===== src/rtl/pipe_pkg.sv =====
// Shared definitions for the generic pipeline stage register: state encoding and default widths.
package pipe_pkg;

   localparam int DATA_W_DEF = 32;
   localparam int ADDR_W_DEF = 5;
   localparam int CTRL_W_DEF = 2;

   typedef enum logic [1:0] {
      ST_EMPTY = 2'd0,
      ST_BUSY  = 2'd1,
      ST_FULL  = 2'd2
   } state_e;

endpackage


===== src/rtl/pipe_payload_reg.sv =====
// Enable-loaded payload register with asynchronous active-low reset to zero.
module pipe_payload_reg #(
   parameter int W = 39
) (
   input  logic         clk_i,
   input  logic         rst_n_i,
   input  logic         en_i,
   input  logic [W-1:0] d_i,
   output logic [W-1:0] q_o
);

   logic [W-1:0] q_r;

   // Capture the payload only when loaded; otherwise hold.
   always_ff @(posedge clk_i or negedge rst_n_i) begin
      if (!rst_n_i) begin
         q_r <= {W{1'b0}};
      end else if (en_i) begin
         q_r <= d_i;
      end else begin
         q_r <= q_r;
      end
   end

   assign q_o = q_r;

endmodule


===== src/rtl/pipe_stage_skid.sv =====
// Generic valid/ready pipeline stage register with flush and an optional 2-entry skid buffer.
module pipe_stage_skid
   import pipe_pkg::*;
#(
   parameter int DATA_W = DATA_W_DEF,
   parameter int ADDR_W = ADDR_W_DEF,
   parameter int CTRL_W = CTRL_W_DEF,
   parameter int SKID   = 1
) (
   input  logic              clk_i,
   input  logic              rst_n_i,
   input  logic              flush_i,
   input  logic              in_valid_i,
   output logic              in_ready_o,
   input  logic [DATA_W-1:0] in_data_i,
   input  logic [ADDR_W-1:0] in_rdaddr_i,
   input  logic [CTRL_W-1:0] in_ctrl_i,
   output logic              out_valid_o,
   input  logic              out_ready_i,
   output logic [DATA_W-1:0] out_data_o,
   output logic [ADDR_W-1:0] out_rdaddr_o,
   output logic [CTRL_W-1:0] out_ctrl_o,
   output logic [1:0]        occupancy_o
);

   localparam int PAY_W = CTRL_W + ADDR_W + DATA_W;

   logic [PAY_W-1:0] in_pay_s;
   logic [PAY_W-1:0] m_d_s;
   logic [PAY_W-1:0] m_q_s;
   logic [PAY_W-1:0] s_q_s;
   logic             m_en_s;
   logic             s_en_s;
   logic             in_fire_s;
   logic             out_fire_s;
   logic             in_ready_s;
   logic             out_valid_r;
   logic             in_ready_r;
   state_e           state_r;
   state_e           state_nxt_s;

   assign in_pay_s   = {in_ctrl_i, in_rdaddr_i, in_data_i};
   // Without a skid entry the stage can only accept when its single entry drains this cycle.
   assign in_ready_s = (SKID != 0) ? in_ready_r : (!out_valid_r | out_ready_i);
   assign in_fire_s  = in_valid_i & in_ready_s;
   assign out_fire_s = out_valid_r & out_ready_i;

   // Next-state and entry-load decode; flush discards everything, including a same-cycle input.
   always_comb begin
      state_nxt_s = state_r;
      m_en_s      = 1'b0;
      s_en_s      = 1'b0;
      m_d_s       = in_pay_s;
      if (flush_i) begin
         state_nxt_s = ST_EMPTY;
      end else begin
         case (state_r)
            ST_EMPTY: begin
               if (in_fire_s) begin
                  state_nxt_s = ST_BUSY;
                  m_en_s      = 1'b1;
               end else begin
                  state_nxt_s = ST_EMPTY;
               end
            end
            ST_BUSY: begin
               if (in_fire_s && out_fire_s) begin
                  state_nxt_s = ST_BUSY;
                  m_en_s      = 1'b1;
               end else if (in_fire_s) begin
                  if (SKID != 0) begin
                     state_nxt_s = ST_FULL;
                     s_en_s      = 1'b1;
                  end else begin
                     state_nxt_s = ST_BUSY;
                     m_en_s      = 1'b1;
                  end
               end else if (out_fire_s) begin
                  state_nxt_s = ST_EMPTY;
               end else begin
                  state_nxt_s = ST_BUSY;
               end
            end
            ST_FULL: begin
               if (out_fire_s) begin
                  state_nxt_s = ST_BUSY;
                  m_en_s      = 1'b1;
                  m_d_s       = s_q_s;
               end else begin
                  state_nxt_s = ST_FULL;
               end
            end
            default: begin
               state_nxt_s = ST_EMPTY;
            end
         endcase
      end
   end

   // State register plus registered valid/ready flags derived from the next state.
   always_ff @(posedge clk_i or negedge rst_n_i) begin
      if (!rst_n_i) begin
         state_r     <= ST_EMPTY;
         out_valid_r <= 1'b0;
         in_ready_r  <= 1'b1;
      end else begin
         state_r     <= state_nxt_s;
         out_valid_r <= (state_nxt_s != ST_EMPTY);
         in_ready_r  <= (state_nxt_s != ST_FULL);
      end
   end

   pipe_payload_reg #(.W(PAY_W)) u_main (
      .clk_i   (clk_i),
      .rst_n_i (rst_n_i),
      .en_i    (m_en_s),
      .d_i     (m_d_s),
      .q_o     (m_q_s)
   );

   generate
      if (SKID != 0) begin : g_skid
         pipe_payload_reg #(.W(PAY_W)) u_skid (
            .clk_i   (clk_i),
            .rst_n_i (rst_n_i),
            .en_i    (s_en_s),
            .d_i     (in_pay_s),
            .q_o     (s_q_s)
         );
      end else begin : g_no_skid
         assign s_q_s = {PAY_W{1'b0}};
      end
   endgenerate

   assign in_ready_o   = in_ready_s;
   assign out_valid_o  = out_valid_r;
   assign out_data_o   = m_q_s[DATA_W-1:0];
   assign out_rdaddr_o = m_q_s[DATA_W +: ADDR_W];
   // A bubble must never present RegWrite downstream.
   assign out_ctrl_o   = out_valid_r ? m_q_s[PAY_W-1 -: CTRL_W] : {CTRL_W{1'b0}};
   assign occupancy_o  = state_r;

endmodule


===== config.mk =====
export PLATFORM = sky130hd
export DESIGN_NAME = pipe_stage_skid
export DESIGN_NICKNAME = d
export VERILOG_FILES = /design/src/rtl/pipe_pkg.sv /design/src/rtl/pipe_payload_reg.sv /design/src/rtl/pipe_stage_skid.sv
export SDC_FILE = /design/constraint.sdc
export NUM_CORES = 1
export LEC_CHECK = 0
export CAP_MARGIN = 20
export CORE_MARGIN = 1.5
export CORE_UTILIZATION = 54
export CTS_CLUSTER_SIZE = 30
export DETAILED_ROUTE_END_ITERATION = 8
export PLACE_DENSITY = 0.94
export SLEW_MARGIN = 10
export SYNTH_ARGS = -nofsm -noshare
export SYNTH_HDL_FRONTEND = slang
export SYNTH_SLANG_ARGS = --single-unit

===== constraint.sdc =====
create_clock -name clk_i -period 3.2 [get_ports clk_i]
set_clock_uncertainty 0.15 [all_clocks]
set_input_delay 0.64 -clock clk_i [delete_from_list [all_inputs] [get_ports clk_i]]
set_output_delay 0.64 -clock clk_i [all_outputs]
set_load 0.1 [all_outputs]

-- Yosys cells after proc, flatten, opt, wreduce, memory -nomap -nowiden
Cells that the tools add are included.
- muxes and demuxes: 19
- equal/unequal tests: 3
- bitwise gates (word level): 2
- reductions and logical operators: 3
- operator list (cell ; count):
    two-way mux 39 bit ; 3
    two-way mux 2 bit ; 5
    two-way mux 1 bit ; 9
    one-hot mux 2 bit (3 select lines) ; 1
    one-hot mux 1 bit (3 select lines) ; 1
    bitwise AND 1 bit ; 2
    equality test 2 x 1 -> 1 bit (second input constant) ; 1
    equality test 2 bit (second input constant) ; 1
    zero test 2 bit ; 1
    != test 2 bit (second input constant) ; 1
    nonzero test 2 bit ; 1
    logical AND 1 bit ; 1
- register bits after elaboration: 82
- word-level logic and storage cells: 32
- output and inout port bits: 43
- bits of input ports: 44

-- Depth between registers and ports, before layout
Gate-level depths: netlist of run 1.
- word-level depth: 7
- depth in mapped cells: 8
- mapped depth without buffers: 7

-- Cells and area by module
Synthesis of run 1 repeated with hierarchy kept, for this count alone.
- cells, all modules: 238
- area total of the unflattened synthesis: 3769.9 µm²
- by module, submodules not included (module ; times used ; sequential area each (µm²) ; area an instance (µm²) ; cells an instance):
    pipe_payload_reg ; 2 ; 975.9 ; 1493.9 ; 82
    pipe_stage_skid ; 1 ; 101.3 ; 782.0 ; 74

-- Worst setup path before layout of run 1
OpenSTA, ideal clock, no wires.
- kind: reg2out
- from: reg out_valid_r, in the netlist out_valid_o
- to: out out_ctrl_o[0]
- slack: 0.588 ns
- cell stages (with the launch flop): 2
- data arrival time: 1.822 ns
- path buffers: 0
- required time: 2.410 ns
- cell sequence: dfrtp_1 and2_1
- longest elaborated chain between the ends: 1
- RTL lines (what ; line ; RTL):
    from (decl) ; pipe_stage_skid.sv:37 ; logic out_valid_r;
    from (signal assigned) ; pipe_stage_skid.sv:108 ; out_valid_r <= (state_nxt_s != ST_EMPTY);
    two-way mux 2 bit ; pipe_stage_skid.sv:140 ; assign out_ctrl_o = out_valid_r ? m_q_s[PAY_W-1 -: CTRL_W] : {CTRL_W{1'b0}};
    to (decl) ; pipe_stage_skid.sv:22 ; output logic [CTRL_W-1:0] out_ctrl_o,
No other way between the ends.

-- Final worst setup path of run 1
- from: in out_ready_i
- to: reg u_main.q_r[8], in the netlist u_main.q_o[8]
- longest elaborated chain between the ends: 5
- elaborated cells between the ends (all ways): 9
- those cells by class: mux: 7; bitwise: 1; reduce/logical: 1
- RTL lines (what ; line ; RTL):
    from (decl) ; pipe_stage_skid.sv:19 ; input logic out_ready_i,
    bitwise AND 1 bit * ; pipe_stage_skid.sv:46 ; assign out_fire_s = out_valid_r & out_ready_i;
    logical AND 1 bit ; pipe_stage_skid.sv:67 ; if (in_fire_s && out_fire_s) begin
    two-way mux 1 bit ; pipe_stage_skid.sv:67 ;
    one-hot mux 1 bit (3 select lines) ; pipe_stage_skid.sv:57 ; case (state_r)
    two-way mux 1 bit ; pipe_stage_skid.sv:54 ; if (flush_i) begin
    to (signal assigned) ; pipe_payload_reg.sv:17 ; q_r <= {W{1'b0}};
    to (signal assigned) ; pipe_payload_reg.sv:19 ; q_r <= d_i;
    to (signal assigned) ; pipe_payload_reg.sv:21 ; q_r <= q_r;
    to (decl) ; pipe_payload_reg.sv:12 ; logic [W-1:0] q_r;
Mark *: on every way between the ends. The rest lies on a longest branch, timed or not.
A chain may end at the register's enable or synchronous reset.

==> impl_metrics.ini, run 1 <==
[grt]
grt_pass1_vias = 2474
grt_pass1_wl_um = 11400
grt_antenna_before_repair = 0
track_usage_pct = 19.7
grt_max_degree = 83
grt.overflow.total = 0

[logic_synthesis]
avgSynthCellArea_um2 = 12.1
synth_top_area_cell = dfrtp_1
synth_area_um2 = 3760
yosysSeqAreaShare_pct = 54.6
synthTopCellsByArea = dfrtp_1 54%, mux2i_1 10%, mux2_2 9.0%
synth.distinct_cells = 25
ys_seq_elements = 82
yosysWarningCount = 0
synth_top_cell_area_share_pct = 53.9
syn_inst = 311
syn-num-nets = 357

[sta]
slew_headroom_pct = 66.8
hold_violations = 0
worst_pin_slew_ns = 0.498
period_share_pct = 74.0
finalSetupViolCount = 0
rsz0062_at_grt = false
slew_violations = 0
setup_tns_ns = 0
min_period_ns = 2.37
setup_ws_ns = 0.832
fmax_ghz = 0.422

[setup_path]
crit_arrival_ns = 2.49
worst_path_max_delay_cell = clkdlybuf4s50_1
worst_ep_required_time_ns = 3.32
cp-start-kind = input pin
cp-end-kind = register
critPathMaxFanout = 48
crit_chain = clkdlybuf4s50_1, nand2_1, inv_1, ha_1, nand3b_1, a31oi_4, buf_4, nor2_1, a21oi_1
criticalPathCategory = in2reg
max_stage_delay_ns = 0.53

[power]
p_sw_share_pct = 45.0
p_comb_share_pct = 42.8
p_total_mw = 4.14
leakagePower_nw = 2.22
power_frac_clock_pct = 18.8
power.density_nw_per_um2 = 915
p_seq_share_pct = 38.4
irDropWorstVdd_mv = 0.537
p_int_mw = 2.28
p_sw_mw = 1.86

[final_layout]
ff_latch_area_um2 = 2050
fillers = 507
multi_input_area_um2 = 1340
fin_cells = 447
antenna_cells = 0
drive_gt1_share_pct = 28.1
syn_to_final_growth_pct = 20.4
final_nets = 408

[routing]
dr.pass1.iters = 5
postRouteAntennaNets = 0
vias_per_cell = 5.33
wl_per_cell_um = 15.2
drcViolationCount = 0
first_iter_violations = 38
finalWirelength_um = 6790
vias = 2381

[placed_design]
dp_hpwl_um = 4740
io_buffers = 86
gp_congestion = 0.757
place_ws_ns = 0.480
placed_cells = 430

[floorplanning]
design.die.area_um2 = 7480
rows = 30
io_pins = 87
die_y_um = 86.5
core-area_um2 = 6760
dieWidth_um = 86.5
initial_core_util_pct = 55.7

[job]
drv_cap = 0

[clocking]
postCtsHoldBufs = 0
cts_resized = 0
clock_latency_ns = 0.35
cts_setup_buffers = 0
numCtsBuffers = 9
cts_max_level = 3
clk_pin_slew_ns = 0.09
cts_tree = done
clk_path_buf_depth = 2
ctsRootBufferMaster = clkbuf_8
cts_sinks = 82

[hold_path]
min_path_type = in2async

[run_status]
status = finished clean
-- worst max-delay path: cells and delay by family --
| kind | cells | cell delay [ns] |
|---|---|---|
| AOI/OAI and AO/OA | 2 | 0.35 |
| adders and majority gates | 1 | 0.14 |
| buffers and inverters | 3 | 1.01 |
| and+or+nand+nor | 3 | 0.33 |
-- layer usage --
metal  vias up  wire [um]  GRT usage [%]
met5         -          0              0
met4         0        127           9.38
met1      1178       2860           22.8
met3        13        288           4.57
met2        55       3510           34.5
li1       1135          -              -
-- cell type report --
cell class                 count  area share [%]
clock inverter                 5            1.38
sequential                    82            45.3
tap                           80            2.21
multi-input combinational    174            29.5
timing repair buffer          93            18.0
clock buffer                  11            3.34
inverter                       2           0.166
-- power groups by stage --
stage | clock (mW) | combinational [mW] | sequential [mW]
2_1_floorplan | 0 | 1.58 | 1.59
5_1_grt | 0.841 | 1.85 | 1.64
3_3_place_gp | 0 | 1.74 | 1.59
4_1_cts | 0.795 | 1.78 | 1.60
6_report | 0.780 | 1.77 | 1.59
3_5_place_dp | 0 | 1.78 | 1.61
-- cells by family after synthesis --
logic type | count (synthesis) | share of synthesized area, %
flops | 82 | 54.6
fa+ha+maj | 2 | 0.665
mux | 78 | 22.0
simple gates | 52 | 6.52
buf+inv | 55 | 10.2
compound gates | 42 | 5.95
-- per-stage QoR --
stage / util (%) / hold WS, ns / area [um^2]
2_1_floorplan: - / 0.194 / 3760
6_report: 67.0 / 0.102 / 4530
3_3_place_gp: 63.6 / 0.316 / 4290
4_1_cts: 66.7 / 0.339 / 4510
5_1_grt: 67.0 / 0.124 / 4530
3_5_place_dp: 63.6 / 0.328 / 4290
-- final timing paths --
check | startpoint | endpoint | slack [ns] | cells past startpoint
setup / recovery | out_ready_i | u_main.q_o[8]$_DFFE_PN0P_ | 0.83 | 9
hold / removal | rst_n_i | u_main.q_o[12]$_DFFE_PN0P_ | 0.10 | 1
setup reg to reg | in_ready_o$_DFF_PN1_ | u_main.q_o[8]$_DFFE_PN0P_ | 1.09 | 7
hold reg to reg | g_skid.u_skid.q_o[38]$_DFFE_PN0P_ | g_skid.u_skid.q_o[38]$_DFFE_PN0P_ | 0.34 | 1
max in group asynchronous | rst_n_i | u_main.q_o[32]$_DFFE_PN0P_ | 2.19 | 2
min in group clk_i | g_skid.u_skid.q_o[38]$_DFFE_PN0P_ | g_skid.u_skid.q_o[38]$_DFFE_PN0P_ | 0.34 | 1
-- flip-flops by register name (all words and copies together) (netlist names) --
signal             flops
in_ready_o             1
u_main.q_o            39
out_valid_o            1
g_skid.u_skid.q_o     39
occupancy_o            2
-- placed cells by master (no fill, tap or decap), types with 2 or more instances in the layout --
cell | Yosys | layout
nor2_1 | 39 | 39
clkinv_4 | 0 | 2
a21oi_1 | 39 | 39
mux2_1 | 9 | 9
clkdlybuf4s50_1 | 0 | 42
clkbuf_8 | 0 | 11
ha_1 | 2 | 2
buf_4 | 40 | 50
inv_1 | 2 | 2
and2_1 | 3 | 3
dfrtp_1 | 81 | 81
nand2_1 | 2 | 2
mux2i_1 | 39 | 39
mux2_2 | 30 | 30
clkinvlp_4 | 0 | 2
-- Yosys cell counts, drive strengths merged --
library cell,instances
nor3b,1
or3b,1
mux2,39
dfstp,1
nand3,1
nand4bb,1
and2,3
a31oi,1
nand2,2
dfrtp,81
buf,53
nor2,39
inv,2
a21o,1
nand4b,1
a21oi,39
nand2b,1
and4bb,1
a31o,1
mux2i,39
ha,2
nand3b,1
Power figures use the tool's default switching activity.
==> inputs of run 2 (changes only) <==
--- a/config.mk
+++ b/config.mk
@@ -7,10 +7,10 @@
 export LEC_CHECK = 0
 export CAP_MARGIN = 20
 export CORE_MARGIN = 1.5
-export CORE_UTILIZATION = 54
+export CORE_UTILIZATION = 45
 export CTS_CLUSTER_SIZE = 30
 export DETAILED_ROUTE_END_ITERATION = 8
-export PLACE_DENSITY = 0.94
+export PLACE_DENSITY = 0.85
 export SLEW_MARGIN = 10
 export SYNTH_ARGS = -nofsm -noshare
 export SYNTH_HDL_FRONTEND = slang
==> constraint.sdc (replaced) <==
create_clock -name clk_i -period 2 [get_ports clk_i]
set_clock_uncertainty 0.15 [all_clocks]
set_input_delay 0.4 -clock clk_i [delete_from_list [all_inputs] [get_ports clk_i]]
set_output_delay 0.4 -clock clk_i [all_outputs]
set_load 0.1 [all_outputs]
==> run 2 against run 1 <==
The flow now finishes with violations (setup timing). Total power rose by 89%. Clock power grew 65%. Sequential cell count did not move. Core utilization is 3.7 points higher. Highest routed layer unchanged. First-iteration DRC count is 39% higher.
==> impl_metrics.ini, run 2 (synthesized netlist as in run 1, its figures left out) <==
[placed_design]
dp_hpwl_um = 5100
place_ws_ns = -0.313
io_buffers = 86
gp_congestion = 0.764
post_dp_cell_area_um2 = 5020

[final_layout]
drive_gt1_share_pct = 43.7
final_cell_mix = 78 x dfrtp_1, 52 x buf_12, 42 x clkdlybuf4s50_1, 39 x mux2i_1, 35 x mux2_4
syn_to_final_growth_pct = 53.7
mostFrequentLayoutCell = dfrtp_1
final_nets = 428
fillers = 564
post-route-cell-area_um2 = 5780
antenna_cells = 0

[setup_path]
critPathMaxFanout = 8
crit_chain = and2_4, ha_4, nand3b_1, a31oi_4, buf_12, clkbuf_16, nor2_1, a21oi_1
max_stage_delay_ns = 0.62
cp-start-kind = register
rr_startpoint = in_ready_o$_DFF_PN1_
crit-reg2reg-capture = u_main.q_o[10]$_DFFE_PN0P_
cp-end-kind = register
regToRegSetupSlack_ns = -0.02
crit_arrival_ns = 2.14
worst_path_max_delay_cell = dfstp_4
worst_ep_required_time_ns = 2.12
criticalPathCategory = reg2reg
r2r_cells = 8

[sta]
period_share_pct = 101
slew_headroom_pct = 82.9
fmax_ghz = 0.495
rsz0062_at_grt = true
slew_violations = 0
worst_pin_slew_ns = 0.250
setup_tns_ns = -0.237
setup_ws_ns = -0.0195
finalSetupViolCount = 28
min_period_ns = 2.02
hold_violations = 0

[floorplanning]
core-area_um2 = 8180
rows = 33
dieWidth_um = 94.4
design.die.area_um2 = 8920
die_y_um = 94.4
initial_core_util_pct = 46.0
io_pins = 87

[grt]
grt_max_degree = 47
grt_pass1_wl_um = 11600
grt_pass1_vias = 2530
grt_antenna_before_repair = 0
track_usage_pct = 17.0
grt.overflow.total = 0

[routing]
finalWirelength_um = 8710
postRouteAntennaNets = 0
wl_per_cell_um = 17.7
vias = 2567
drcViolationCount = 0
dr.pass1.iters = 4
vias_per_cell = 5.22
first_iter_violations = 53

[run_status]
status = finished, violations left
failed_checks = setup timing

[clocking]
clk_path_buf_depth = 2
ctsRootBufferMaster = clkbuf_8
numCtsBuffers = 9
cts_max_level = 3
clk_pin_slew_ns = 0.09
clock_latency_ns = 0.34
cts_sinks = 82
cts_tree = done

[power]
p_seq_share_pct = 34.6
power.density_nw_per_um2 = 1360
leakagePower_nw = 2.70
p_comb_share_pct = 49.0
p_sw_mw = 3.25
p_int_mw = 4.59
power_frac_clock_pct = 16.4
p_total_mw = 7.84
p_sw_share_pct = 41.5
irDropWorstVdd_mv = 0.717

[job]
drv_cap = 0

[hold_path]
min_path_type = in2async
==> run 2: layer usage <==
layer | part of all wire (%) | up-vias | GRT usage [%]
li1 | - | 1172 | -
met1 | 43 | 1324 | 19.3
met2 | 52 | 61 | 30.6
met3 | 4.2 | 10 | 4.03
met4 | 1.2 | 0 | 6.84
met5 | 0 | - | 0
==> run 2: how the worst max path moves through the flow <==
stage / from / slack [ns] / cells after the start / endpoint
6_report: in_ready_o$_DFF_PN1_ / -0.02 / 8 / u_main.q_o[10]$_DFFE_PN0P_
4_1_cts: in_ready_o$_DFF_PN1_ / -0.003 / 5 / g_skid.u_skid.q_o[18]$_DFFE_PN0P_
2_1_floorplan: in_ready_o$_DFF_PN1_ / -0.12 / 5 / g_skid.u_skid.q_o[10]$_DFFE_PN0P_
3_5_place_dp: in_valid_i / -0.31 / 6 / g_skid.u_skid.q_o[34]$_DFFE_PN0P_
3_3_place_gp: in_valid_i / -0.28 / 6 / g_skid.u_skid.q_o[32]$_DFFE_PN0P_
5_1_grt: in_ready_o$_DFF_PN1_ / -0.08 / 8 / u_main.q_o[10]$_DFFE_PN0P_
==> run 2: stage by stage <==
step,hold WS [ns],utilization [%],cells
5_1_grt,0.340,70.7,492
3_5_place_dp,0.139,61.4,463
4_1_cts,0.314,64.3,480
2_1_floorplan,-0.0456,-,311
6_report,0.331,70.7,492
3_3_place_gp,0.132,61.4,463
==> run 2: layout make-up <==
type                       instances  area (um^2)  share of cell area, %
tap                              105          131                   2.27
sequential                        82         2060                   35.6
timing repair buffer             113         1740                   30.2
multi-input combinational        174         1620                   28.0
clock buffer                      10          128                   2.21
inverter                           2         7.51                  0.130
clock inverter                     6         91.3                   1.58
==> run 2: worst max-delay path, delay by kind of cell, from the launching register on <==
family	cells	cell delay, ns
DFF	1	0.62
AOI/OAI and AO/OA	2	0.39
adders and majority gates	1	0.12
buffers and inverters	2	0.35
and+or+nand+nor	3	0.33
==> run 2: timing repair <==
item / 4_1_cts / 5_1_grt
pin swaps: 0 / 3
hold endpoints to repair: 15 / 0
cloned: 0 / 10
resized for setup: 2 / 76
hold buffers: 1 / 0
buffers inserted: 0 / 2
setup endpoints to repair: 2 / 46
==> run 2: power groups by stage <==
stage	sequential, mW	combinational [mW]	clock [mW]
after floorplan	2.54	2.53	0
after global placement	2.65	3.41	0
after detailed placement	2.69	3.48	0
after CTS	2.66	3.49	1.32
after global routing	2.77	3.98	1.39
final	2.71	3.84	1.29
==> inputs of run 3 (changes only) <==
--- a/config.mk
+++ b/config.mk
@@ -8,6 +8,7 @@
 export CAP_MARGIN = 20
 export CORE_MARGIN = 1.5
 export CORE_UTILIZATION = 45
+export CTS_CLUSTER_DIAMETER = 80
 export CTS_CLUSTER_SIZE = 30
 export DETAILED_ROUTE_END_ITERATION = 8
 export PLACE_DENSITY = 0.85
==> results of run 3 <==
Same layout as run 2: the final DEF is identical, and so are final timing and power.
